### config.mk
export PLATFORM = sky130hd
export DESIGN_NAME = pc_region_profiler
export DESIGN_NICKNAME = d
export VERILOG_FILES = /design/src/rtl/pc_region_profiler.sv
export SDC_FILE = /design/constraint.sdc
export NUM_CORES = 2
export LEC_CHECK = 0
export ABC_AREA = 1
export CAP_MARGIN = 30
export CORE_MARGIN = 2
export CORE_UTILIZATION = 40
export CTS_BUF_LIST = sky130_fd_sc_hd__clkbuf_8
export CTS_CLUSTER_DIAMETER = 50
export DETAILED_ROUTE_END_ITERATION = 7
export GPL_TIMING_DRIVEN = 0
export SLEW_MARGIN = 10
export SYNTH_ARGS = -nofsm -noshare
export SYNTH_HDL_FRONTEND = slang
export SYNTH_SLANG_ARGS = --single-unit
export TNS_END_PERCENT = 5
### constraint.sdc
create_clock -name clk_i -period 4 [get_ports clk_i]
set_clock_uncertainty 0.2 [all_clocks]
set_input_delay 1 -clock clk_i [delete_from_list [all_inputs] [get_ports clk_i]]
set_output_delay 1 -clock clk_i [all_outputs]
set_load 0.005 [all_outputs]
### src/rtl/pc_region_profiler.sv
// Bus-attached PC window profiler: counts calls, total and last-call cycles per address window.
// Optional per-region MAX register is built when PC_PROFILER_MAX_EN is defined.
module pc_region_profiler #(
  parameter int unsigned NumRegions = 4,
  parameter int unsigned CntWidth   = 32
) (
  input  logic        clk_i,
  input  logic        rst_ni,
  input  logic [31:0] pc_i,
  input  logic        pc_valid_i,
  input  logic        req_i,
  input  logic        we_i,
  input  logic [3:0]  be_i,
  input  logic [31:0] addr_i,
  input  logic [31:0] wdata_i,
  output logic        rvalid_o,
  output logic [31:0] rdata_o
);

  typedef enum logic {ST_IDLE, ST_ACTIVE} state_t;

  localparam logic [CntWidth-1:0] CntOne = CntWidth'(1);

  function automatic logic [CntWidth-1:0] f_sat_add(input logic [CntWidth-1:0] a,
                                                    input logic [CntWidth-1:0] b);
    logic [CntWidth:0] s;
    s = {1'b0, a} + {1'b0, b};
    return s[CntWidth] ? '1 : s[CntWidth-1:0];
  endfunction

  logic        w_wr;
  logic        w_is_region;
  logic        w_is_ctrl;
  logic        w_ctrl_wr;
  logic        w_clr;
  logic [3:0]  w_ridx;
  logic [2:0]  w_rsel;
  logic [31:0] w_rd_data;
  logic        w_unused_addr;

  logic        r_en;
  logic        r_rvalid;
  logic [31:0] r_rdata;

  logic [31:0]         w_start [NumRegions];
  logic [31:0]         w_end   [NumRegions];
  logic [CntWidth-1:0] w_calls [NumRegions];
  logic [CntWidth-1:0] w_total [NumRegions];
  logic [CntWidth-1:0] w_last  [NumRegions];
  logic [CntWidth-1:0] w_max   [NumRegions];

  // Regions occupy 0x000-0x1FF (addr[9]=0); CTRL sits at word 0x80 (byte 0x200).
  assign w_wr          = req_i & we_i;
  assign w_is_region   = ~addr_i[9];
  assign w_ridx        = addr_i[8:5];
  assign w_rsel        = addr_i[4:2];
  assign w_is_ctrl     = (addr_i[9:2] == 8'h80);
  assign w_ctrl_wr     = w_wr & w_is_ctrl & be_i[0];
  assign w_clr         = w_ctrl_wr & wdata_i[1];
  assign w_unused_addr = ^{addr_i[31:10], addr_i[1:0]};

  always_ff @(posedge clk_i or negedge rst_ni) begin
    if (!rst_ni) begin
      r_en <= 1'b0;
    end else if (w_ctrl_wr) begin
      r_en <= wdata_i[0];
    end
  end

  for (genvar gi = 0; gi < NumRegions; gi++) begin : g_region
    logic                w_sel;
    logic                w_start_hit;
    logic                w_end_hit;
    logic                w_commit;
    logic [CntWidth-1:0] w_dur_inc;
    logic [CntWidth-1:0] w_new_last;

    logic [31:0]         r_start;
    logic [31:0]         r_end;
    logic [CntWidth-1:0] r_calls;
    logic [CntWidth-1:0] r_total;
    logic [CntWidth-1:0] r_last;
    logic [CntWidth-1:0] r_dur;
    state_t              r_state;

    assign w_sel       = w_wr & w_is_region & (w_ridx == 4'(gi));
    assign w_start_hit = r_en & pc_valid_i & (pc_i == r_start);
    assign w_end_hit   = r_en & pc_valid_i & (pc_i == r_end);
    assign w_dur_inc   = f_sat_add(r_dur, CntOne);
    // A zero-length window (START==END) completes in the same cycle it starts.
    assign w_commit    = (r_state == ST_ACTIVE) ? w_end_hit
                                                : (w_start_hit && (r_start == r_end));
    assign w_new_last  = (r_state == ST_ACTIVE) ? w_dur_inc : CntOne;

    always_ff @(posedge clk_i or negedge rst_ni) begin
      if (!rst_ni) begin
        r_start <= '0;
        r_end   <= '0;
      end else begin
        for (int b = 0; b < 4; b++) begin
          if (w_sel && (w_rsel == 3'd0) && be_i[b]) r_start[8*b +: 8] <= wdata_i[8*b +: 8];
          if (w_sel && (w_rsel == 3'd1) && be_i[b]) r_end[8*b +: 8]   <= wdata_i[8*b +: 8];
        end
      end
    end

    always_ff @(posedge clk_i or negedge rst_ni) begin
      if (!rst_ni) begin
        r_state <= ST_IDLE;
        r_calls <= '0;
        r_total <= '0;
        r_last  <= '0;
        r_dur   <= '0;
      end else if (w_clr) begin
        r_state <= ST_IDLE;
        r_calls <= '0;
        r_total <= '0;
        r_last  <= '0;
        r_dur   <= '0;
      end else if (!r_en) begin
        r_state <= ST_IDLE;
      end else begin
        case (r_state)
          ST_IDLE: begin
            if (w_start_hit) begin
              r_calls <= f_sat_add(r_calls, CntOne);
              r_dur   <= CntOne;
              if (!w_commit) r_state <= ST_ACTIVE;
            end
          end
          ST_ACTIVE: begin
            if (w_end_hit) begin
              r_state <= ST_IDLE;
            end else begin
              r_dur <= w_dur_inc;
            end
          end
          default: r_state <= ST_IDLE;
        endcase
        if (w_commit) begin
          r_last  <= w_new_last;
          r_total <= f_sat_add(r_total, w_new_last);
        end
      end
    end

`ifdef PC_PROFILER_MAX_EN
    logic [CntWidth-1:0] r_max;

    always_ff @(posedge clk_i or negedge rst_ni) begin
      if (!rst_ni) begin
        r_max <= '0;
      end else if (w_clr) begin
        r_max <= '0;
      end else if (w_commit && (w_new_last > r_max)) begin
        r_max <= w_new_last;
      end
    end

    assign w_max[gi] = r_max;
`else
    assign w_max[gi] = '0;
`endif

    assign w_start[gi] = r_start;
    assign w_end[gi]   = r_end;
    assign w_calls[gi] = r_calls;
    assign w_total[gi] = r_total;
    assign w_last[gi]  = r_last;
  end

  always_comb begin
    w_rd_data = '0;
    if (w_is_ctrl) begin
      w_rd_data = {31'b0, r_en};
    end else if (w_is_region) begin
      for (int k = 0; k < NumRegions; k++) begin
        if (w_ridx == 4'(k)) begin
          case (w_rsel)
            3'd0:    w_rd_data = w_start[k];
            3'd1:    w_rd_data = w_end[k];
            3'd2:    w_rd_data = 32'(w_calls[k]);
            3'd3:    w_rd_data = 32'(w_total[k]);
            3'd4:    w_rd_data = 32'(w_last[k]);
            3'd5:    w_rd_data = 32'(w_max[k]);
            default: w_rd_data = '0;
          endcase
        end
      end
    end
  end

  always_ff @(posedge clk_i or negedge rst_ni) begin
    if (!rst_ni) begin
      r_rvalid <= 1'b0;
      r_rdata  <= '0;
    end else begin
      r_rvalid <= req_i;
      r_rdata  <= (req_i && !we_i) ? w_rd_data : '0;
    end
  end

  assign rvalid_o = r_rvalid;
  assign rdata_o  = r_rdata;

endmodule
==> results.py <==
metrics = {
    "clock_network": {
        "cts.sinks": 806,
        "cts_made_buffers": 167,
        "cts_tree": "built",
        "clk_latency_ns": 0.96,
        "cts-htree-levels": 4,
        "clk_pin_slew_worst_paths_ns": 0.06,
        "clk_path_buf_depth": 3,
        "cts_root_buf": "clkbuf_8",
    },
    "final_layout": {
        "design_area_sq_um": 68250,
        "final_net_count": 8877,
        "area_growth_pct": 20.07,
        "drive_gt1_share_pct": 13.96,
        "postLayoutCoreUtil_pct": 48.32,
    },
    "global_routing": {
        "track_usage_pct": 44.49,
        "antenna_found_initial": 40,
        "overflow": 0,
        "grt_pass1_vias": 60200,
        "grt_pass1_wl_um": 457200,
        "grt_max_degree": 102,
    },
    "logic_synthesis": {
        "syn_area_sq_um": 56840,
        "synth_edf_count": 0,
        "synth.distinct_cells": 72,
        "ys_seq_elements": 806,
        "yosysWarnings": 0,
        "synth_nets": 8408,
        "ys_seq_area_share_pct": 35.48,
        "async_reset_ff_share_pct": 100.0,
        "avgSynthCellArea_sq_um": 6.960,
        "post_synth_inst_count": 8167,
        "yosys_most_used_dff": "dfrtp_1",
    },
    "timing": {
        "tightest_slew_ns": 1.143,
        "timing.slew.headroom_pct": 23.74,
        "rsz0062_at_grt": "true",
        "finalCritPeriodShare_pct": 109.0,
        "fin_crit_ns": 4.359,
        "fmax_mhz": 229.4,
        "drv_slew": 0,
        "worst_slack_ns": -0.3592,
        "hold_ws_ns": 0.2971,
        "setup-violations-final": 284,
        "hold_viol_final": 0,
    },
    "drt": {
        "viasPerCell": 6.112,
        "num_vias": 65320,
        "postRouteWirelength_um": 333300,
        "postRouteAntennaNets": 0,
        "first_iter_violations": 8416,
        "firstDrtPassIters": 8,
        "drc_errors": 8,
        "wl_per_cell_um": 31.19,
    },
    "setup_path": {
        "rrSetupSlack_ns": -0.03,
        "critPathSlowestCell": "clkdlybuf4s50_1",
        "critPathKind": "primary input to flip-flop",
        "cpMostUsedCell": "clkbuf_2",
        "path_buf_inv": 5,
        "max_stage_delay_ns": 0.68,
        "path_cells": "clkdlybuf4s50_1 -> inv_1 -> nand3_1 -> clkbuf_2 -> clkbuf_2 -> buf_8 -> o22ai_1 -> a221oi_1 -> o211ai_1 -> a31oi_4 -> nor3_1",
        "r2r_start": "g_region[0].r_dur[1]",
        "worstSetupStartpoint": "addr_i[4]",
        "cp.depth": 11,
        "cp.required_ns": 4.55,
        "cp.arrival_ns": 4.91,
        "cp-start-kind": "primary input",
        "cp_max_fo": 7,
        "crit_end": "rdata_o[16]",
        "r2r-end": "g_region[0].r_total[10]",
        "rr_worst_depth": 23,
        "worst_setup_path_end_kind": "flip-flop",
        "cp_top_family": "buffers and inverters",
    },
    "place": {
        "dpl_worst_slack_ns": -2.062,
        "port_buffers": 88,
        "globalplace.congestion": 1.127,
        "dpl.hpwl_um": 258500,
        "dpl_cell_area_sq_um": 61140,
    },
    "floorplan": {
        "start_util_pct": 40.25,
        "chipWidth_um": 381.0,
        "fp.dieArea_sq_um": 145100,
        "row_count": 138,
        "ios": 138,
        "core_area_sq_um": 141200,
        "fp.dieH_um": 381.0,
    },
    "power_and_ir_drop": {
        "p_leak_uw": 0.03268,
        "p_per_area_nw_per_um2": 302.0,
        "ir_worst_vdd_v": 0.0002914,
    },
    "worst_hold_path": {
        "hp-class": "flip-flop to flip-flop",
    },
    "outcome": {
        "status": "complete, but fails checks",
        "violations": "design-rule violations, negative setup slack",
    },
    "run": {
        "maxCapViolations": 0,
    },
}
## worst min path at each step
stage                                 from                     end  depth (start not counted)
global placement     g_region[0].r_end[23]   g_region[0].r_end[23]                          2
detailed placement  g_region[2].r_last[19]  g_region[2].r_last[19]                          2
global route          g_region[1].r_end[9]    g_region[1].r_end[9]                          2
floorplan            g_region[0].r_last[4]   g_region[0].r_last[4]                          2
finish              g_region[2].r_last[19]  g_region[2].r_last[19]                          2
CTS                 g_region[2].r_last[19]  g_region[2].r_last[19]                          2
## where the power goes
group | total [uW] | switching (uW) | internal, uW
Combinational | 2440 | 1860 | 579
Clock | 9830 | 4360 | 5470
Sequential | 8350 | 114 | 8230
Total | 20600 | 6330 | 14300
## state kept, by name, summed over array words and instances, names as in the netlist
name / cells
g_region.r_calls: 128
r_en: 1
g_region.r_dur: 128
g_region.r_total: 128
rdata_o: 32
g_region.r_start: 128
g_region.r_last: 128
g_region.r_end: 128
g_region.r_state: 4
rvalid_o: 1
## Yosys cell counts, types with 12 or more instances
cell type | number | area [sq um]
nor3_1 | 194 | 970.9
buf_1 | 26 | 97.59
a21oi_1 | 256 | 1281
nand3_1 | 380 | 1902
nand4_1 | 222 | 1389
nand3_2 | 29 | 290.3
buf_2 | 83 | 415.4
nand2_1 | 2167 | 8134
buf_4 | 14 | 105.1
dfrtp_1 | 806 | 20170
o21ai_1 | 86 | 430.4
ha_1 | 132 | 1652
o22ai_1 | 215 | 1345
nand2_2 | 37 | 231.5
nand3b_1 | 22 | 165.2
nor2_4 | 12 | 135.1
o211ai_1 | 34 | 255.2
o21ai_2 | 15 | 131.4
a21o_1 | 17 | 127.6
o2111ai_1 | 36 | 315.3
nor4_1 | 90 | 563.0
a2111oi_0 | 26 | 227.7
a211oi_1 | 37 | 277.8
o21ai_0 | 817 | 4089
xnor2_1 | 96 | 840.8
clkbuf_1 | 181 | 679.4
a31oi_1 | 33 | 206.5
inv_2 | 32 | 120.1
nor2_1 | 540 | 2027
nor3b_1 | 13 | 97.59
nor2_2 | 15 | 93.84
or2_2 | 55 | 344.1
a221oi_1 | 86 | 753.2
xor2_1 | 201 | 1760
inv_1 | 1027 | 3855
## layout make-up
| class | count | area (sq um) |
|---|---|---|
| Timing Repair Buffer | 302 | 3114 |
| Buffer | 312 | 1622 |
| Inverter | 1063 | 4038 |
| Tap cell | 1890 | 2365 |
| Multi-Input combinational cell | 5984 | 33180 |
| Sequential cell | 806 | 20180 |
| Clock buffer | 205 | 2821 |
| Fill cell | 14640 | 72990 |
| Antenna cell | 26 | 65.06 |
| Clock inverter | 99 | 870.8 |
## cell usage in the layout, fill, tap and decap left out, types with 53 or more instances in the layout
cell	count
nand2_1	2109
inv_1	1025
dfrtp_1	796
o21ai_0	786
nor2_1	505
nand3_1	345
nand4_1	222
a21oi_1	220
o22ai_1	214
clkbuf_8	206
xor2_1	201
nor3_1	170
buf_4	140
clkbuf_1	133
o21ai_1	105
xnor2_1	96
ha_1	95
buf_2	90
clkdlybuf4s50_1	84
nand2_2	81
nor4_1	81
a221oi_1	72
nand3_2	57
inv_2	55
or2_2	53
## repair_timing
item / 4_1_cts / 5_1_grt
setup endpoints to repair: 604 / 434
gates resized for setup: 233 / 364
pin swaps: 36 / 122
cloned: 0 / 5
hold endpoints to repair: 79 / 0
hold buffers: 1 / 0
setup buffers: 33 / 91
## layer usage
metal | part of all wire, % | global-route usage (%) | up-vias | routed length (um)
li1 | - | - | 28370 | -
met1 | 38 | 55.46 | 31540 | 128100
met2 | 42 | 64.95 | 4177 | 138800
met3 | 11 | 14.27 | 1222 | 37280
met4 | 8.7 | 31.22 | 18 | 29060
met5 | 0.036 | 0 | - | 120
## worst register-to-register path, stage by stage (launching register included)
cell and delay [ns]:
dfrtp_1 0.43, ha_4 0.18, nand2_2 0.07, nor2_4 0.13, nand2_4 0.10, nor3_2 0.12, inv_1 0.10, nor3_4 0.21
nand2_2 0.12, nor4_4 0.34, a21oi_2 0.09, o21ai_2 0.09, nand2_1 0.11, inv_2 0.08, ha_1 0.24, inv_2 0.12
o21ai_2 0.09, a221oi_4 0.34, nand2_2 0.14, nor2_8 0.21, clkbuf_16 0.20, nand2_1 0.06, nand2_1 0.07, o21ai_1 0.06
## through the flow
step | TNS, ns | std cells | total power [uW]
6_report | -23.91 | 10690 | 20610
5_1_grt | -20.57 | 10660 | 21070
4_1_cts | -14.44 | 10560 | 20470
3_5_place_dp | -938.54 | 10220 | 10690
3_3_place_gp | - | 10150 | 10650
2_1_floorplan | 0 | 8167 | 9394
## logic make-up (layout without fill, tap and decap cells)
group,after synthesis,count (layout),synth area share (%)
and+or+nand+nor,3832,3832,29.88
AOI/OAI and AO/OA,1719,1719,17.51
buffers and inverters,1377,1981,9.507
DFF,806,806,35.48
xor gates and xnor gates,297,297,4.576
adders and majority gates,136,136,3.046
other,0,26,0
(Power assumes the default switching activity.)
